--- src/rtl/rv32i_sim_monitor.sv ---
// End-of-run monitor: watches the fetched instruction stream and flags halt-loop or timeout.
// Build option: define MON_EBREAK_EN to make a fetched ebreak halt the run immediately (cause 10).
module rv32i_sim_monitor #(
    parameter logic [31:0] HALT_INSN      = 32'h0000_006F,
    parameter int          HALT_REPEAT    = 5,
    parameter int          TIMEOUT_CYCLES = 1000000,
    parameter int          CNT_W          = 32
) (
    input  logic             clk_i,
    input  logic             resetn_i,
    input  logic             enable_i,
    input  logic             inst_valid_i,
    input  logic [31:0]      inst_i,
    output logic             halt_o,
    output logic             timeout_o,
    output logic             done_o,
    output logic [1:0]       halt_cause_o,
    output logic [CNT_W-1:0] cycle_cnt_o,
    output logic [CNT_W-1:0] inst_cnt_o,
    output logic [CNT_W-1:0] halt_cycle_o
);

    localparam logic [1:0] S_IDLE    = 2'd0;
    localparam logic [1:0] S_RUN     = 2'd1;
    localparam logic [1:0] S_HALTED  = 2'd2;
    localparam logic [1:0] S_TIMEOUT = 2'd3;

    localparam logic [1:0] C_NONE    = 2'b00;
    localparam logic [1:0] C_LOOP    = 2'b01;
    localparam logic [1:0] C_EBREAK  = 2'b10;
    localparam logic [1:0] C_TIMEOUT = 2'b11;

    localparam logic [7:0]       REPEAT_LIM = 8'(HALT_REPEAT);
    localparam bit               TO_EN      = (TIMEOUT_CYCLES != 0);
    localparam logic [CNT_W-1:0] TO_LAST    = CNT_W'(TIMEOUT_CYCLES - 1);

    logic [1:0]       r_state;
    logic [7:0]       r_match;
    logic             r_halt;
    logic             r_timeout;
    logic [1:0]       r_cause;
    logic [CNT_W-1:0] r_cycle;
    logic [CNT_W-1:0] r_inst;
    logic [CNT_W-1:0] r_snap;

    logic [7:0] w_match_nxt;
    logic       w_loop_hit;
    logic       w_to_hit;
    logic       w_ebreak;

    function automatic logic [CNT_W-1:0] sat_inc(input logic [CNT_W-1:0] v);
        return (&v) ? v : v + CNT_W'(1);
    endfunction

    // Streak of consecutive matching fetches; bubbles leave it untouched.
    always_comb begin
        w_match_nxt = r_match;
        if (inst_valid_i) begin
            w_match_nxt = (inst_i == HALT_INSN) ? r_match + 8'd1 : 8'd0;
        end
    end

    assign w_loop_hit = (w_match_nxt == REPEAT_LIM);
    assign w_to_hit   = TO_EN && (r_cycle == TO_LAST);

`ifdef MON_EBREAK_EN
    localparam logic [31:0] EBREAK_INSN = 32'h0010_0073;
    assign w_ebreak = inst_valid_i && (inst_i == EBREAK_INSN);
`else
    assign w_ebreak = 1'b0;
`endif

    always_ff @(posedge clk_i or negedge resetn_i) begin
        if (!resetn_i) begin
            r_state   <= S_IDLE;
            r_match   <= 8'd0;
            r_halt    <= 1'b0;
            r_timeout <= 1'b0;
            r_cause   <= C_NONE;
            r_cycle   <= '0;
            r_inst    <= '0;
            r_snap    <= '0;
        end else if (!enable_i) begin
            r_state   <= S_IDLE;
            r_match   <= 8'd0;
            r_halt    <= 1'b0;
            r_timeout <= 1'b0;
            r_cause   <= C_NONE;
            r_cycle   <= '0;
            r_inst    <= '0;
            r_snap    <= '0;
        end else begin
            case (r_state)
                // Counters are already zero here, so the first RUN cycle starts from 0.
                S_IDLE: r_state <= S_RUN;
                S_RUN: begin
                    r_cycle <= sat_inc(r_cycle);
                    if (inst_valid_i) begin
                        r_inst <= sat_inc(r_inst);
                    end
                    r_match <= w_match_nxt;
                    // Priority: ebreak, then halt loop, then timeout.
                    if (w_ebreak) begin
                        r_state <= S_HALTED;
                        r_halt  <= 1'b1;
                        r_cause <= C_EBREAK;
                        r_snap  <= r_cycle;
                    end else if (w_loop_hit) begin
                        r_state <= S_HALTED;
                        r_halt  <= 1'b1;
                        r_cause <= C_LOOP;
                        r_snap  <= r_cycle;
                    end else if (w_to_hit) begin
                        r_state   <= S_TIMEOUT;
                        r_timeout <= 1'b1;
                        r_cause   <= C_TIMEOUT;
                        r_snap    <= r_cycle;
                    end
                end
                default: r_state <= r_state;
            endcase
        end
    end

    assign halt_o       = r_halt;
    assign timeout_o    = r_timeout;
    assign done_o       = r_halt | r_timeout;
    assign halt_cause_o = r_cause;
    assign cycle_cnt_o  = r_cycle;
    assign inst_cnt_o   = r_inst;
    assign halt_cycle_o = r_snap;

endmodule

--- config.mk ---
export PLATFORM = sky130hd
export DESIGN_NAME = rv32i_sim_monitor
export DESIGN_NICKNAME = d
export VERILOG_FILES = /design/src/rtl/rv32i_sim_monitor.sv
export SDC_FILE = /design/constraint.sdc
export NUM_CORES = 1
export LEC_CHECK = 0
export CAP_MARGIN = 20
export CORE_MARGIN = 5
export CORE_UTILIZATION = 45
export CTS_CLUSTER_SIZE = 25
export DETAILED_ROUTE_END_ITERATION = 8
export GPL_ROUTABILITY_DRIVEN = 1
export GPL_TIMING_DRIVEN = 0
export PLACE_DENSITY = 0.79
export SLEW_MARGIN = 20
export SYNTH_ARGS = -nofsm -noshare
export SYNTH_HDL_FRONTEND = slang
export SYNTH_SLANG_ARGS = --single-unit
--- constraint.sdc ---
create_clock -name clk_i -period 5.2 [get_ports clk_i]
set_input_delay 1.04 -clock clk_i [delete_from_list [all_inputs] [get_ports clk_i]]
set_output_delay 1.04 -clock clk_i [all_outputs]
set_load 0.1 [all_outputs]
Word-level counts from Yosys, hierarchy flattened
Index checks and enable logic that the tools add are counted.

word-level totals
  flip-flop bits (word level) = 110
  input bits = 36
  output and inout port bits = 101
  word-level logic and storage cells = 64

operators by class
  $add $sub $neg = 3
  equality and inequality tests = 14
  muxes and demuxes = 29
  bitwise operators = 1
  reductions and logical operators = 9

operators by type and width
  cell                                             count
  two-way mux 32 bit                               11
  adder 32 x 1 -> 32 bit, second input constant    2
  AND reduction 32 bit                             2
  == test 32 x 20 -> 1 bit, second input constant  1
  == test 32 x 7 -> 1 bit, second input constant   1
  two-way mux 8 bit                                4
  two-way mux 2 bit                                6
  adder 8 x 1 -> 8 bit, second input constant      1
  == test 8 x 3 -> 1 bit, second input constant    1
  != test 2 x 1 -> 1 bit, second input constant    4
  AND reduction 2 bit                              4
  two-way mux 1 bit                                7
  != test 2 bit, second input constant             3
  != test 3 x 1 -> 1 bit, second input constant    2
  AND reduction 3 bit                              2
  != test 4 bit, second input constant             1
  one-hot mux 2 bit (2 select lines)               1
  == test 2 x 1 -> 1 bit, second input constant    1
  logical NOT 2 bit                                1
  OR 1 bit                                         1

Logic depth before layout (Yosys ltp)
Gate-level depths: netlist (run 1).

  word-level depth = 7
  gate-level depth with buffers = 8
  depth with buffers taken out = 6

Worst setup path after synthesis (run 1)
No wires, ideal clock.

  kind = register to register
  start = register r_inst[25], in the netlist inst_cnt_o[25]
  end = register r_inst[0], in the netlist inst_cnt_o[0]
  library setup time = 132 ps
  arrival = 2649 ps
  data required time = 5068 ps
  path slack = 2419 ps
  stages on the path, launching flop included = 9
  path buffers = 3
  period minus slack after synthesis = 2781 ps
  path through = dfrtp_1 -> nand4_2 -> or4_1 -> buf_4 -> o31ai_4 -> buf_6 -> buf_6 -> xor2_1 -> nor2_1

on the way
  longest elaborated chain between the ends = 3

RTL lines
  what                                  line  RTL
  start: declaration                    43    logic [CNT_W-1:0] r_inst;
  start signal: assignment              99    r_inst <= sat_inc(r_inst);
  AND reduction 32 bit                  52    return (&v) ? v : v + CNT_W'(1);
  != test 2 bit (no source line)        --
  AND reduction 3 bit (no source line)  --

No other way between the ends.
A chain may end at the register's enable or synchronous reset.

Worst setup path after layout (run 1)
  start = input port enable_i
  end = register r_cycle[12], in the netlist cycle_cnt_o[12]

on the way
  longest elaborated chain between the ends = 2
  elaborated cells on any way between the ends = 4
  classes of those cells = eq/ne (2); mux (1); reduce/logical (1)

RTL lines
  what                                                                             line  RTL
  start: declaration                                                               11    input logic enable_i,
  != test 2 bit (no source line) / != test 2 x 1 -> 1 bit (equally long branches)  --
  AND reduction 2 bit (no source line)                                             --
  end signal: assignment                                                           97    r_cycle <= sat_inc(r_cycle);
  end: declaration                                                                 42    logic [CNT_W-1:0] r_cycle;

Parallel ways exist; a longest one is shown, timed or not.

==> metrics.cfg, run 1 <==
[pwr]
leakagePower_uw=0.003261
vdd_ir_drop_max_v=0.0001431
pwr_density_cell_nw_per_um2=215.8

[routing]
wire_per_inst_um=18.56
ant_nets=0
routed_wl_mm=18.00
first_pass_iters=5
drt_iter0_drc=619
via_per_inst=6.023
num_vias=5842
drc=0

[cts]
tritoncts=built
cts_resized=0
clkSlewWorstSetupHoldPaths_ps=70
post-cts-setup-buffers=0
cts_buffers=9
hold_buffers=0
ctsHtreeMaxLevel=3
insertion_delay_ps=350
clk_path_buf_depth=2
clock-root-buffer=clkbuf_16
cts_num_sinks=110

[grt]
antenna_found_initial=0
grt_pass1_wl_mm=29.86
grt_usage=0.2255
grt_start_max_net_pins=61
grt.overflow.total=0
grt_pass1_vias=5983

[sta]
relSlewSlack=0.3150
period_needed_ps=3246
setup_violations=0
rsz0062_at_grt=no
finalHoldViolations=0
tightest_slew_ps=1024
fin_crit_sh=0.6242
max_freq_mhz=308.1
fin_setup_tns_ps=0
final_max_slew_viol_count=0
clock_skew_ps=9.021

[setup_path]
arrival_ps=3510
critPathLaunchType=primary input
critical_path_class=in -> reg
ff2ff_setup_slack_ps=2640
r2r-end=cycle_cnt_o[31]$_DFFE_PN0P_
endpoint_kind=register
r2r_cells=6
worstReg2RegStart=cycle_cnt_o[2]$_DFFE_PN0P_
cp_data_required_time_ps=5470
path_max_fanout=10

[floorplanning]
chipHeight_um=126.0
io_pins=137
die_x_um=126.0
rows=42
coreArea_um2=13190
start_util=0.4588
die_area_um2=15870

[yosys]
ys_seq_elements=110
synth_top_cell_area_share=0.4548
ys.flop_type=dfrtp_1
synth_top_area_cell=dfrtp_1
async_flop_share=1.000
synth_area_um2=6052
synth_warnings=0
synth_cell_types=58
synthTopCellsByArea=dfrtp_1 (45%), mux2i_1 (8.8%), nand2_1 (6.5%)
synth_edf_count=0
ys_seq_area_frac=0.4548
syn_nets=680
avgSynthCellArea_um2=9.442
syn_inst=641

[cells_and_area]
fillerInstances=1108
nets=828
final_util=0.6043
final_cell_mix=clkdlybuf4s50_1 (135), dfrtp_1 (110), nand2_1 (104), mux2i_1 (53), a21oi_1 (44)
final_common_cell=clkdlybuf4s50_1
diodes=0
syn_to_final_growth_pct=31.69
final_layout_size_suffix_gt1_frac=0.05416

[min_path]
worstHoldStart=timeout_o$_DFFE_PN0P_
hold_end=timeout_o$_DFFE_PN0P_
hold_class=reg -> reg
min_path_cells=1

[outcome]
status=finished clean

[placement]
port_buffers=136
dp_hpwl_mm=13.16
gp_congestion=0.9292

[run]
maxCapViolCount=0

==> state kept, by name, indices dropped and copies added (netlist names) <==
| name | count |
|---|---|
| r_match | 8 |
| cycle_cnt_o | 32 |
| r_state | 2 |
| halt_cycle_o | 32 |
| halt_o | 1 |
| halt_cause_o | 2 |
| timeout_o | 1 |
| inst_cnt_o | 32 |
==> power by group <==
part / total [uW] / switching (uW) / internal (uW)
combinational: 134 / 87.9 / 46.1
sequential: 864 / 5.81 / 858
clock: 722 / 331 / 391
total: 1720 / 425 / 1290
==> worst max path at each step <==
stage	cells past startpoint	startpoint	end
floorplan	8	inst_cnt_o[25]$_DFFE_PN0P_	inst_cnt_o[0]$_DFFE_PN0P_
global placement	1	resetn_i	halt_cycle_o[8]$_DFFE_PN0P_
detailed placement	6	enable_i	cycle_cnt_o[12]$_DFFE_PN0P_
CTS	6	enable_i	cycle_cnt_o[12]$_DFFE_PN0P_
global route	6	enable_i	cycle_cnt_o[12]$_DFFE_PN0P_
finish	6	enable_i	cycle_cnt_o[12]$_DFFE_PN0P_
==> cells in the mapped netlist, drive strengths merged, types with 8 or more instances <==
master  count
buf        13
and3       10
clkbuf     18
nor2       23
mux2i      53
nand3      26
nand2b     17
inv        18
nand4      26
nor4       17
nand2     104
or4        14
and4       10
o31ai      13
nor4b       9
or3        17
dfrtp     110
a21oi      45
nor3        8
o21ai      24
==> layer usage <==
| layer | vias up | track usage | share of wire |
|---|---|---|---|
| li1 | 2663 | - | - |
| met1 | 2897 | 0.2882 | 0.41 |
| met2 | 239 | 0.3756 | 0.49 |
| met3 | 43 | 0.04572 | 0.068 |
| met4 | 0 | 0.09148 | 0.029 |
| met5 | - | 0 | 0 |
==> area by class of cell <==
| type | count | area (um2) | share of cell area |
|---|---|---|---|
| Multi-Input combinational cell | 482 | 3082 | 0.3867 |
| Clock buffer | 10 | 239.0 | 0.02998 |
| Timing Repair Buffer | 137 | 1390 | 0.1744 |
| Inverter | 18 | 67.56 | 0.008477 |
| Tap cell | 176 | 220.2 | 0.02763 |
| Sequential cell | 110 | 2753 | 0.3454 |
| Clock inverter | 6 | 68.82 | 0.008634 |
| Buffer | 31 | 150.1 | 0.01884 |
==> worst max-delay path: stages <==
cell and delay [ps]:
clkdlybuf4s50_1 530, clkbuf_1 300, a21oi_1 450, nand2_1 340
or4_2 680, a21oi_1 170
==> kinds of logic (layout without fill, tap and decap cells) <==
family          count (synthesis)  count (layout)  synth area share
simple gates                  299             299            0.2758
compound gates                117             117            0.1251
flops                         110             110            0.4548
fa+ha+maj                       3               3          0.006203
xor+xnor                       10              10           0.01447
mux                            53              53           0.08766
buf+inv                        49             202           0.03597
==> stage by stage <==
step / setup slack, ps / hold slack, ps / power, uW / instance area [um2] / std cells
final: 1954 / 516.5 / 1720 / 7970 / 970
after global routing: 1870 / 544.8 / 1774 / 7970 / 970
after CTS: 1993 / 525.3 / 1724 / 7970 / 970
after detailed placement: 1629 / 509.8 / 1015 / 7662 / 954
after global placement: -1163 / 495.1 / 1010 / 7634 / 953
after floorplan: 2419 / 491.9 / 941.6 / 6052 / 641
Note: power is estimated with default switching activity, not from simulation.
==> inputs of run 2 (changes only) <==
==> constraint.sdc (replaced) <==
create_clock -name clk_i -period 3.4 [get_ports clk_i]
set_input_delay 0.68 -clock clk_i [delete_from_list [all_inputs] [get_ports clk_i]]
set_output_delay 0.68 -clock clk_i [all_outputs]
set_load 0.1 [all_outputs]
==> results of run 2 <==
Same layout as run 1 (identical final DEF). Status: finished clean.
Among the figures that moved: setup slack after placement 1629 ps -> 189.4 ps; setup slack after layout 1954 ps -> 514.2 ps; hold slack 516.5 ps -> 278.4 ps; register-to-register setup slack 2640 ps -> 840 ps; total power 1720 uW -> 2631 uW; worst IR drop on VDD 0.0001431 V -> 0.0002188 V
==> variant 1 (settings of run 2) <==
`CNT_W`: 32 -> 64.
--- a/src/rtl/rv32i_sim_monitor.sv
+++ b/src/rtl/rv32i_sim_monitor.sv
@@ -5,5 +5,5 @@
     parameter int          HALT_REPEAT    = 5,
     parameter int          TIMEOUT_CYCLES = 1000000,
-    parameter int          CNT_W          = 32
+    parameter int          CNT_W          = 64
 ) (
     input  logic             clk_i,
Ports: changed (resized cycle_cnt_o, halt_cycle_o and inst_cnt_o); port bits go from 137 to 233. No check against the original RTL was run, so the function may have changed too.
==> variant 1 against run 2 <==
- critical path depth grew 4
- sequential cell count rose by 96
- wire length increased by 84%
- cell area grew 77%
- power grew 97%
- synthesized cell count grew 75%
- non-clock buffer count grew 138
- setup slack worse by 440 ps
- sequential share of layout area rose by 1.9 points
- synthesized area grew 75%
- highest routed layer unchanged
==> variant 1: results (changes against run 2) <==
Status
  – Status: complete, no violations

Place
  – DP Area: 0.0134 mm^2 (+75%)
  – Dpl cells: 1672 (+75%)
  – HPWL after DPL: 24.5 mm (+86%)
  – Final Wtd Congestion: 0.930 (about the same)
  – Port Buffers: 232 (+71%)

Detailed routing
  – DRT iter0 DRCs: 860 (+39%)
  – Final wirelength: 33.2 mm (+84%)
  – Initial DRT Pass Iterations: 5 (unchanged)
  – Vias/cell: 5.82 (-3.3%)
  – WL/cell: 19.4 um (+4.4%)

Yosys
  – Area contributors post-synth: dfrtp_1 49%, nor2_1 4.5%, xor2_1 4.2%
  – Post-Synthesis Cells: 1119 (+75%)
  – XOR/XNOR share of the synthesized area: 0.0808 (+0.0664)
  – Top cells by count, synth: 206 x dfrtp_1, 127 x nor2_1, 116 x nand2_1
  – Compound-Gate Fraction of Synth Area: 0.0976 (-0.0275)
  – Mux cell area share after synthesis: 0.0179 (-0.0697)
  – Net count after synthesis: 1158 (+70%)
  – Ys Warns: 0 (unchanged)
  – Post-synthesis adder-cell area fraction: 0.00354 (-0.00266)
  – Sequential element share of the synthesized area: 0.486 (+0.0313)
  – Distinct cell type count after synthesis: 65 (+12%)

Layout
  – Layout cells sized above 1: 0.0567 (+0.00252)
  – Area of the multi-input gates: 0.00510 mm^2 (+65%)
  – Final-layout fill cell count: 1992 (+80%)
  – Antenna diode count: 0 (unchanged)
  – Nets: 1417 (+71%)

Clocking
  – Max Buffers Root-to-Sink: 3 (+1)
  – Maximum level of the CTS H-tree: 1 (-2)
  – Post-CTS Setup Inserts: 0 (unchanged)
  – Worst-skew pair later-pin latency: 510 ps (+160 ps)
  – CTS Buf Count: 23 (+14)

Critical path
  – R2r worst-path depth: 10 (+4)
  – CP Class: flop to flop
  – Crit path max-delay cell type: nor4b_1
  – Arr. time, crit path: 3720 ps (+570 ps)
  – Max stage delay on crit path: 780 ps (+100 ps)
  – FF-to-FF setup slack: 70 ps (-770 ps)
  – Critical path origin: cycle_cnt_o[13]

Timing
  – Worst Tran Pin Value: 1100 ps (+71.5 ps)
  – Clk_skew: 17.2 ps (+8.17 ps)

Floorplan
  – Core area: 0.0233 mm^2 (+77%)

Global route
  – Largest net degree at the start of global routing: 76 (+25%)
  – Total GRT Usage: 0.244 (+0.0189)
  – First-pass GRT wire length: 53.1 mm (+78%)
  – Vias in the first global route: 9810 (+64%)

Power
  – Net switching fraction of the power: 0.229 (-0.0179)
  – Max IR drop VDD: 0.000316 V (+44%)
variant 1: cell count changes after synthesis, sizes merged, moves of 14 or more:
cell	run 2	this run
xnor2	3	45
dfrtp	110	206
nand3	26	59
nor3	8	34
a21oi	45	31
mux2i	53	19
nor4	17	48
nor2	23	129
a22o	0	38
xor2	7	52
clkbuf	18	59
and3	10	24
nand4	26	68
variant 1: metal layers:
metal | wire length [um] | share of wire | GRT usage
met5 | 0 | 0 | 0
met4 | 1250 | 0.038 | 0.0865
met3 | 3080 | 0.093 | 0.0555
met2 | 15400 | 0.46 | 0.397
met1 | 13400 | 0.40 | 0.323
variant 1: area by class of cell:
class                   instances  area share
multi-input cells             826       0.360
clock buffers                  32      0.0452
well taps                     319      0.0282
flip-flops and latches        206       0.364
repair buffers                234       0.168
inverters                      15     0.00398
clock inverters                 9     0.00699
plain buffers                  72      0.0223
variant 1: per-stage QoR:
step	worst slack (ps)	hold slack, ps
after detailed placement	-487	479
after floorplan	266	384
after CTS	9.37	110
final	74.7	96.8
after global placement	-6990	476
after global routing	-50.7	135
variant 1: power by group through the flow:
| stage | clock network (uW) | logic, uW | registers [uW] |
|---|---|---|---|
| 2_1_floorplan | 0 | 70.0 | 2540 |
| 3_3_place_gp | 0 | 239 | 2510 |
| 3_5_place_dp | 0 | 251 | 2510 |
| 4_1_cts | 2490 | 252 | 2470 |
| 5_1_grt | 2580 | 273 | 2470 |
| 6_report | 2460 | 250 | 2470 |
variant 1: worst register-to-register path, stage by stage, from the launching register on:
cell      delay, ps
dfrtp_1         380
clkbuf_1        210
nor4b_1         780
nand4_1         280
nor4_1          450
nand2_1         100
a21oi_1         150
nor2_1          110
buf_2           250
clkbuf_2        230
a22o_1          260
==> variant 2 (config.mk and constraints of run 2) <==
Made on the original files. Put one more register stage on the output `cycle_cnt_o`. The value now appears one clock later. The other outputs are not delayed to match.
--- a/src/rtl/rv32i_sim_monitor.sv
+++ b/src/rtl/rv32i_sim_monitor.sv
@@ -127,5 +127,7 @@
     assign done_o       = r_halt | r_timeout;
     assign halt_cause_o = r_cause;
-    assign cycle_cnt_o  = r_cycle;
+    always_ff @(posedge clk_i) begin
+        cycle_cnt_o <= r_cycle;
+    end
     assign inst_cnt_o   = r_inst;
     assign halt_cycle_o = r_snap;
Check against the original RTL: not equivalent (Yosys sat finds a counterexample within 4 cycles, from zero or initial values and one cycle with resetn_i low).
==> variant 2 against run 2 <==
- synthesized area increased by 11%
- non-clock buffer count increased by 10
- clock power up 67%
- sequential cell count increased by 32
- power up 42%
- count of clock-buffer cells in the layout is 10 higher
- sequential power increased by 29%
- wire length grew 5.7%
- setup slack lost 68 ps
- cell area rose by 12%
- cell count is 6.5% higher
- maximum frequency shrank 2.3%
==> variant 2: results (changes against run 2) <==
Detailed routing
  – DRT iter0 DRCs: 646 (+4.4%)
  – WL/cell: 18.4 um (-0.78%)
  – Vias: 6077 (+4.0%)

Global route
  – First-pass GRT wire length: 30.9 mm (+3.4%)
  – Largest net degree at the start of global routing: 78 (+28%)
  – Vias in the first global route: 5765 (-3.6%)

Timing
  – Clk_skew: 11.1 ps (+2.05 ps)
  – Worst Tran Pin Value: 1030 ps (+2.64 ps)

Yosys
  – Distinct cell type count after synthesis: 68 (+17%)
  – Area contributors post-synth: dfrtp_1 41%, dfxtp_1 9.6%, nand3_1 5.1%
  – Net count after synthesis: 719 (+5.7%)
  – Top cells by count, synth: 110 x dfrtp_1, 76 x nor2_1, 68 x nand3_1

Layout
  – Layout cells sized above 1: 0.0860 (+0.0318)
  – Cell Count, Final, Fillers Out: 1033 (+6.5%)
  – Nets: 875 (+5.7%)

Critical path
  – R2r worst-path depth: 7 (+1)
  – Reg2reg end: halt_cycle_o[25]
  – Arr. time, crit path: 3240 ps (+90 ps)
  – Crit path max-delay cell type: nor2_1

Status
  – Status: complete, no violations

Power
  – Max IR drop VDD: 0.000346 V (+58%)
  – P_leak: 0.00355 uW (+8.8%)

Clocking
  – CTS Buf Count: 17 (+8)

Place
  – DP Area: 0.00832 mm^2 (+8.6%)
  – Final Wtd Congestion: 0.896 (-3.6%)
-- variant 2: routing by layer --
metal	share of wire	GRT usage
met2	0.45	0.326
met5	0	0
met3	0.10	0.0630
met4	0.022	0.0800
met1	0.43	0.304
-- variant 2: worst max-delay path, delay by kind of cell --
kind	cells	cell delay (ps)
compound gates	1	220
buf+inv	4	1030
simple gates	4	1320
-- variant 2: logic make-up after synthesis --
group / count (synthesis) / synth area share
and+or+nand+nor: 335 / 0.270
AOI/OAI and AO/OA: 89 / 0.104
xor gates and xnor gates: 54 / 0.0706
buffers and inverters: 50 / 0.0334
DFF: 142 / 0.507
adders and majority gates: 3 / 0.00560
muxes: 7 / 0.0105
-- variant 2: how the worst max path moves through the flow --
stage / end / start / slack [ps]
after floorplan: inst_cnt_o[29] / inst_cnt_o[0] / 770
after global placement: r_cycle[27] / resetn_i / -2630
after detailed placement: inst_cnt_o[7] / enable_i / 160
after CTS: inst_cnt_o[7] / enable_i / 550
after global routing: inst_cnt_o[7] / enable_i / 300
final: inst_cnt_o[7] / enable_i / 450
-- variant 2: final cells by class --
cell class / instances / area, um^2
Clock buffer: 20 / 500
Fill cell: 1176 / 5670
Multi-Input combinational cell: 488 / 3090
Buffer: 41 / 190
Timing Repair Buffer: 137 / 1390
Inverter: 9 / 33.8
Clock inverter: 12 / 96.3
Tap cell: 184 / 230
Sequential cell: 142 / 3390
-- variant 2: through the flow --
| step | hold slack, ps | worst slack [ps] |
|---|---|---|
| 2_1_floorplan | 368 | 771 |
| 3_3_place_gp | 374 | -2630 |
| 3_5_place_dp | 376 | 158 |
| 4_1_cts | 139 | 547 |
| 5_1_grt | 158 | 300 |
| 6_report | 142 | 446 |
-- variant 2: report_power, final --
group,internal [uW],switching [uW]
combinational,65.8,139
sequential,1690,9.24
clock,1080,765
